### src/rtl/esp_host_if.sv
// Polled CPU register block for the ESP32 command link: STATUS/DATA words
// in front of a 9-bit TX FIFO and an 8-bit RX FIFO.
module esp_host_if #(
  parameter int DEPTH_LOG2 = 4
) (
  input  logic        clk,
  input  logic        reset_n,
  input  logic        bus_addr,
  input  logic [31:0] bus_wrdata,
  input  logic        bus_wren,
  input  logic        bus_rden,
  output logic [31:0] bus_rddata,
  output logic [8:0]  tx_data,
  output logic        tx_valid,
  input  logic        tx_ready,
  input  logic [7:0]  rx_data,
  input  logic        rx_valid
);

  localparam int DEPTH = 1 << DEPTH_LOG2;
  localparam logic [DEPTH_LOG2:0] FULL_CNT = (DEPTH_LOG2 + 1)'(DEPTH);

  logic [8:0] tx_mem [DEPTH];
  logic [7:0] rx_mem [DEPTH];

  logic [DEPTH_LOG2-1:0] tx_wr_ptr_reg, tx_rd_ptr_reg;
  logic [DEPTH_LOG2-1:0] rx_wr_ptr_reg, rx_rd_ptr_reg;
  logic [DEPTH_LOG2:0]   tx_cnt_reg, rx_cnt_reg;
  logic                  rx_ovf_reg, tx_ovf_reg;

  logic tx_empty, tx_full, rx_empty, rx_full;
  logic status_wr, flush;
  logic tx_pop, tx_push, tx_drop;
  logic rx_pop, rx_push, rx_drop;
  logic [31:0] status_word;
  logic unused_wrdata;

  assign tx_empty = (tx_cnt_reg == '0);
  assign rx_empty = (rx_cnt_reg == '0);
  assign tx_full  = (tx_cnt_reg == FULL_CNT);
  assign rx_full  = (rx_cnt_reg == FULL_CNT);

  assign status_wr = bus_wren & ~bus_addr;
  assign flush     = status_wr & bus_wrdata[7];

  // A pop frees the slot a same-cycle push needs, so full+pop never overflows.
  assign tx_pop  = ~tx_empty & tx_ready & ~flush;
  assign tx_push = bus_wren & bus_addr & (~tx_full | tx_pop) & ~flush;
  assign tx_drop = bus_wren & bus_addr & tx_full & ~tx_pop & ~flush;

  assign rx_pop  = bus_rden & bus_addr & ~rx_empty & ~flush;
  assign rx_push = rx_valid & (~rx_full | rx_pop) & ~flush;
  assign rx_drop = rx_valid & rx_full & ~rx_pop & ~flush;

  assign tx_valid = ~tx_empty;
  assign tx_data  = tx_empty ? 9'h000 : tx_mem[tx_rd_ptr_reg];

  assign status_word = {28'b0, tx_ovf_reg, rx_ovf_reg, tx_full, ~rx_empty};
  assign unused_wrdata = ^{bus_wrdata[31:9], bus_wrdata[6:4], bus_wrdata[1:0]};

  always_ff @(posedge clk) begin
    if (tx_push) tx_mem[tx_wr_ptr_reg] <= bus_wrdata[8:0];
    if (rx_push) rx_mem[rx_wr_ptr_reg] <= rx_data;
  end

  always_ff @(posedge clk or negedge reset_n) begin
    if (!reset_n) begin
      tx_wr_ptr_reg <= '0;
      tx_rd_ptr_reg <= '0;
      rx_wr_ptr_reg <= '0;
      rx_rd_ptr_reg <= '0;
      tx_cnt_reg    <= '0;
      rx_cnt_reg    <= '0;
    end else if (flush) begin
      tx_wr_ptr_reg <= '0;
      tx_rd_ptr_reg <= '0;
      rx_wr_ptr_reg <= '0;
      rx_rd_ptr_reg <= '0;
      tx_cnt_reg    <= '0;
      rx_cnt_reg    <= '0;
    end else begin
      if (tx_push) tx_wr_ptr_reg <= tx_wr_ptr_reg + 1'b1;
      if (tx_pop)  tx_rd_ptr_reg <= tx_rd_ptr_reg + 1'b1;
      if (rx_push) rx_wr_ptr_reg <= rx_wr_ptr_reg + 1'b1;
      if (rx_pop)  rx_rd_ptr_reg <= rx_rd_ptr_reg + 1'b1;
      tx_cnt_reg <= tx_cnt_reg + (DEPTH_LOG2 + 1)'(tx_push) - (DEPTH_LOG2 + 1)'(tx_pop);
      rx_cnt_reg <= rx_cnt_reg + (DEPTH_LOG2 + 1)'(rx_push) - (DEPTH_LOG2 + 1)'(rx_pop);
    end
  end

  // Sticky flags: a fresh overflow in the clearing cycle takes priority.
  always_ff @(posedge clk or negedge reset_n) begin
    if (!reset_n) begin
      rx_ovf_reg <= 1'b0;
      tx_ovf_reg <= 1'b0;
    end else begin
      if (rx_drop)                         rx_ovf_reg <= 1'b1;
      else if (status_wr && bus_wrdata[2]) rx_ovf_reg <= 1'b0;
      if (tx_drop)                         tx_ovf_reg <= 1'b1;
      else if (status_wr && bus_wrdata[3]) tx_ovf_reg <= 1'b0;
    end
  end

  always_ff @(posedge clk or negedge reset_n) begin
    if (!reset_n) begin
      bus_rddata <= '0;
    end else if (bus_rden) begin
      if (!bus_addr)     bus_rddata <= status_word;
      else if (rx_empty) bus_rddata <= '0;
      else               bus_rddata <= {24'b0, rx_mem[rx_rd_ptr_reg]};
    end
  end

endmodule

### config.mk
export PLATFORM = sky130hd
export DESIGN_NAME = esp_host_if
export DESIGN_NICKNAME = d
export VERILOG_FILES = /design/src/rtl/esp_host_if.sv
export SDC_FILE = /design/constraint.sdc
export NUM_CORES = 1
export LEC_CHECK = 0
export CAP_MARGIN = 40
export CORE_ASPECT_RATIO = 1.1
export CORE_UTILIZATION = 59
export DETAILED_ROUTE_END_ITERATION = 8
export PLACE_DENSITY_LB_ADDON = 0.15
export SLEW_MARGIN = 5
export SYNTH_ARGS = -nofsm -noshare
export SYNTH_HDL_FRONTEND = slang
export SYNTH_SLANG_ARGS = --single-unit
export TNS_END_PERCENT = 50
### constraint.sdc
create_clock -name clk -period 4.1 [get_ports clk]
set_input_delay 0.82 -clock clk [delete_from_list [all_inputs] [get_ports clk]]
set_output_delay 0.82 -clock clk [all_outputs]
set_load 0.01 [all_outputs]
# Yosys cells after proc, flatten, opt, wreduce, memory -nomap -nowiden
# Memories as Yosys holds them, arrays and structs flattened.
# Cells that the tools add are included.
# W data, S select, Z words.
dict set report op_classes {
  addsub 8
  n_mul 0
  div_mod_pow 0
  magnitude_cmp 0
  n_eq_ne 2
  shift 0
  n_mux 21
  bitwise 28
  reduce_logical 10
}
# op n
set ops {}
lappend ops {{$mux W4} 8}
lappend ops {{$and A1 B1 Y1} 18}
lappend ops {{$add A4 B1 Y4 const B} 4}
lappend ops {{$mux W8} 2}
lappend ops {{$reduce_bool A2 Y1} 6}
lappend ops {{$add A5 B1 Y5} 2}
lappend ops {{$eq A5 B5 Y1 const B} 2}
lappend ops {{$logic_not A5 Y1} 2}
lappend ops {{$mux W5} 2}
lappend ops {{$sub A5 B1 Y5} 2}
lappend ops {{$mux W9} 1}
lappend ops {{$mux W1} 8}
lappend ops {{$not A1 Y1} 8}
lappend ops {{$logic_and A1 B1 Y1} 2}
lappend ops {{$or A1 B1 Y1} 2}
dict set report totals {
  regBits 60
  latchBits 0
  mem_bits_rw 272
  mem_bits_ro 0
  inputBits 47
  out_inout_bits 42
  word_cells 80
  n_memories 2
}
# memory depth width read_ports rd_clocked_by_memory_dff write_ports line_no
set mem_list {}
lappend mem_list {tx_mem 16 9 1 0 1 23} ;# logic [8:0] tx_mem [DEPTH];
lappend mem_list {rx_mem 16 8 1 0 1 24} ;# logic [7:0] rx_mem [DEPTH];

# Depth between registers and ports, before layout
dict set report depth {
  depth_word 11
  ltp_mapped 15
  depth_no_buf 14
}

# Least setup slack after synthesis
# No wires, ideal clock.
dict set report synth_path {
  path_kind {input port to flip-flop}
  startpoint {input port bus_addr}
  endpoint {register tx_cnt_reg[4]}
  setup_ps 88
  arrival_ps 2935
  required_time_ps 4012
  path_slack_ps 1077
  path_stages 13
  path_buffers 2
  path_cell_list {clkbuf_1 and3b_1 clkbuf_1 nor2_1 ha_1 inv_1 ha_1 inv_1 fa_1 nor2b_1 o21bai_1 nand3_1 nor3b_1}
}
dict set report synth_via {
  elab_chain_cells 11
  elab_cells_between_ends 12
  classes_between {add/sub (2); mux (1); bitwise (9)}
}
# element line_no
set synth_lines {}
lappend synth_lines {{start, declared} 8} ;# input logic bus_addr,
lappend synth_lines {{$not A1 Y1} 43} ;# assign status_wr = bus_wren & ~bus_addr;
lappend synth_lines {{$and A1 B1 Y1} 43}
lappend synth_lines {{$and A1 B1 Y1} 44} ;# assign flush = status_wr & bus_wrdata[7];
lappend synth_lines {{$not A1 Y1} {47, 48}}
lappend synth_lines {{$and A1 B1 Y1} 47} ;# assign tx_pop = ~tx_empty & tx_ready & ~flush;
lappend synth_lines {{$or A1 B1 Y1} 48} ;# assign tx_push = bus_wren & bus_addr & (~tx_full | tx_pop) & ~flush;
lappend synth_lines {{$and A1 B1 Y1 (2 in series)} 48}
lappend synth_lines {{$add A5 B1 Y5} 86} ;# tx_cnt_reg <= tx_cnt_reg + (DEPTH_LOG2 + 1)'(tx_push) - (DEPTH_LOG2 + 1)'(tx_pop);
lappend synth_lines {{$sub A5 B1 Y5} 86}
lappend synth_lines {{$mux W5 (*)} 74} ;# end else if (flush) begin
lappend synth_lines {{end signal, assigned} 86}
lappend synth_lines {{end, declared} 28} ;# logic [DEPTH_LOG2:0] tx_cnt_reg, rx_cnt_reg;
# Every way passes the cells marked *; elsewhere a longest branch is shown, timed or not.
# A chain may end at the register's enable or synchronous reset.

# Worst setup path in the final report
dict set report layout_path {
  startpoint {register tx_rd_ptr_reg[0]}
  endpoint {output port tx_data[1]}
}
dict set report layout_via {
  elab_chain_cells 2
}
# element line_no
set layout_lines {}
lappend layout_lines {{start, declared} 26} ;# logic [DEPTH_LOG2-1:0] tx_wr_ptr_reg, tx_rd_ptr_reg;
lappend layout_lines {{start signal, assigned} 83} ;# if (tx_pop) tx_rd_ptr_reg <= tx_rd_ptr_reg + 1'b1;
lappend layout_lines {{$mem_v2 Z16 W9} n/a}
lappend layout_lines {{$mux W9} 56} ;# assign tx_data = tx_empty ? 9'h000 : tx_mem[tx_rd_ptr_reg];
lappend layout_lines {{end, declared} 13} ;# output logic [8:0] tx_data,
# Every way passes these cells.

==> results.sh <==
export IMPL_whs_ns=0.135
export IMPL_fin_setup_tns_ns=0
export IMPL_via_per_inst=5.87
export IMPL_routedWlPerCell_um=23.7
export IMPL_antenna_found_initial=0
export IMPL_cp_end_kind="output port"
export IMPL_hpwl_mm=16.6
export IMPL_hold_class="in -> async"
export IMPL_final_hold_viol_count=0
export IMPL_cp_max_fo=16
export IMPL_ys_flop_type="edfxtp_1"
export IMPL_relSlewSlack_pct=43.7
export IMPL_synth_edff_count=272
export IMPL_swShare_pct=28.3
export IMPL_synth_area_um2=12900
export IMPL_post_route_min_period_ns=3.96
export IMPL_grt_usage_pct=24.0
export IMPL_fin_crit_sh_pct=96.5
export IMPL_rsz0062_at_grt="false"
export IMPL_power_share_sequential_pct=43.7
export IMPL_tritoncts="built"
export IMPL_top_register="tx_mem"
export IMPL_grt_ovfl_total=0
export IMPL_grt_pass1_wl_mm=38.7
export IMPL_first_global_vias=6639
export IMPL_startpoint="tx_rd_ptr_reg[0]"
export IMPL_cap_violations=0
export IMPL_layout_setup_ws_ns=0.144
export IMPL_nets=833
export IMPL_p_leak_nw=5.00
export IMPL_p_sw_mw=2.67
export IMPL_dieArea_um2=22400
export IMPL_cp_start_kind="flop"
export IMPL_cts_root_buf="clkbuf_16"
export IMPL_rr_worst_depth=14
export IMPL_core_area_um2=21400
export IMPL_arrival_ns=3.14
export IMPL_powerDensity_nw_per_um2=649
export IMPL_top_regs="tx_mem (144), rx_mem (128), bus_rddata (8)"
export IMPL_ios=89
export IMPL_ys_seq_elements=308
export IMPL_largest_register_ffs=144
export IMPL_numPortBuffers=41
export IMPL_run_status="finished clean"
export IMPL_drtIter0Drc=291
export IMPL_synthCells=705
export IMPL_ys_seq_area_share_pct=70.5
export IMPL_crit_required_ns=3.28
export IMPL_final_cells=1074
export IMPL_reg2reg_from="tx_cnt_reg[2]"
export IMPL_routed_wl_mm=25.4
export IMPL_grt_max_degree=29
export IMPL_area_delta_synth_final_pct=12.8
export IMPL_vias=6306
export IMPL_rows=56
export IMPL_clock_power_share_pct=28.9
export IMPL_postCtsSetupBuffers=0
export IMPL_placedCellCount=1020
export IMPL_max_freq_mhz=253
export IMPL_cts_buffer_depth=3
export IMPL_power_frac_comb_pct=27.4
export IMPL_setup_viol=0
export IMPL_drive_above_1_share_pct=16.7
export IMPL_gp_congestion=0.758
export IMPL_vdd_ir_drop_max_mv=0.409
export IMPL_post_place_ws_ns=0.525
export IMPL_synth_area_per_cell_um2=18.2
export IMPL_drv_slew=0
export IMPL_yosysWarnings=0
export IMPL_ys_types=51
export IMPL_dr_pass1_iters=5
export IMPL_synthArstFlopShare_pct=11.7
export IMPL_diodes=0
export IMPL_die_h_um=157
export IMPL_fp_dieW_um=143
export IMPL_htree_levels=1
export IMPL_numCtsBuffers=30
export IMPL_antenna_left=0
export IMPL_drc=0
export IMPL_skew_ns=0.0119
export IMPL_clock_latency_ns=0.55
export IMPL_tightest_slew_ns=0.844
export IMPL_initial_utilization_pct=60.2
export IMPL_cts_sinks=308
export IMPL_p_int_mw=6.76
export IMPL_critical_path_class="reg -> out"
export IMPL_path_clk_slew_ns=0.06
## area by class of cell
class	count	area, um2
clock buffers	40	828
clock inverters	14	158
fillers	1370	6860
inverters	28	105
multi-input cells	339	3440
flip-flops and latches	308	9070
well taps	290	363
repair buffers	55	548
## Yosys cell counts, types with 4 or more instances
cell	n	area, um2
dfrtp_1	36	901
nor2b_1	8	50.1
mux2i_1	21	210
a31oi_1	5	31.3
xor2_1	5	43.8
mux4_2	62	1400
nor2_1	24	90.1
nand3_1	12	60.1
buf_4	25	188
clkbuf_1	17	63.8
xnor2_1	7	61.3
inv_1	28	105
nand2_1	20	75.1
mux4_1	8	210
a21oi_1	12	60.1
o221ai_1	4	35.0
ha_1	22	275
buf_2	6	30.0
and2_1	45	282
nor3_1	13	65.1
o21ai_0	5	25.0
edfxtp_1	272	8170
mux2_2	5	56.3
## cell usage in the layout (no fill, tap or decap), types with 22 or more instances in the layout
cell type / instances
nor2_1: 24
conb_1: 24
mux4_2: 62
clkbuf_16: 30
inv_1: 28
clkdlybuf4s50_1: 40
ha_1: 22
dfrtp_1: 34
and2_1: 45
edfxtp_1: 272
## metal layers
| layer | wire length, um | global-route usage, % | vias to the layer above |
|---|---|---|---|
| li1 | - | - | 2817 |
| met1 | 9770 | 28.7 | 3285 |
| met2 | 14000 | 44.3 | 160 |
| met3 | 968 | 3.37 | 44 |
| met4 | 682 | 8.29 | 0 |
| met5 | 0 | 0 | - |
## critical path, stage by stage, from the launching register on
cell and delay (ns):
dfrtp_4 0.62, buf_4 0.28, mux4_1 0.59, mux4_2 0.46
and2_1 0.17, clkdlybuf4s50_1 0.47
## cell families after synthesis
logic type	synth area share, %
and+or+nand+nor	5.87
other	0.0291
muxes	14.6
adders and majority gates	2.45
AOI/OAI and AO/OA	2.32
xor gates and xnor gates	0.817
buffers and inverters	3.46
DFF	70.5
## per-stage QoR
step                      area [um2]  util, %  total power, mW
after detailed placement       13500     63.3             6.78
final                          14500     67.9             9.43
after floorplan                13000        -             5.92
after global placement         13500     63.2             6.68
after global routing           14500     67.9             9.87
after CTS                      14500     67.9             9.50
## worst paths after layout
| check | end | slack [ns] |
|---|---|---|
| worst max-delay path | tx_data[1] | 0.14 |
| worst min-delay path | tx_cnt_reg[2] | 0.13 |
| worst max register to register | tx_cnt_reg[4] | 0.70 |
| worst min register to register | rx_ovf_reg | 0.50 |
| max in group asynchronous | tx_rd_ptr_reg[0] | 3.50 |
| min in group clk | rx_ovf_reg | 0.50 |
## power groups by stage
stage	Sequential (mW)	Combinational, mW	Clock [mW]
floorplan	3.93	1.99	0
global placement	4.16	2.51	0
detailed placement	4.18	2.60	0
CTS	4.13	2.61	2.76
global route	4.17	2.81	2.88
finish	4.12	2.58	2.73
## repair_timing
| item | CTS | global route |
|---|---|---|
| resized for setup | 1 | 0 |
| setup endpoints to repair | 1 | 0 |
| hold buffers | 0 | 0 |
No activity file was read; power rests on OpenSTA's default activity.
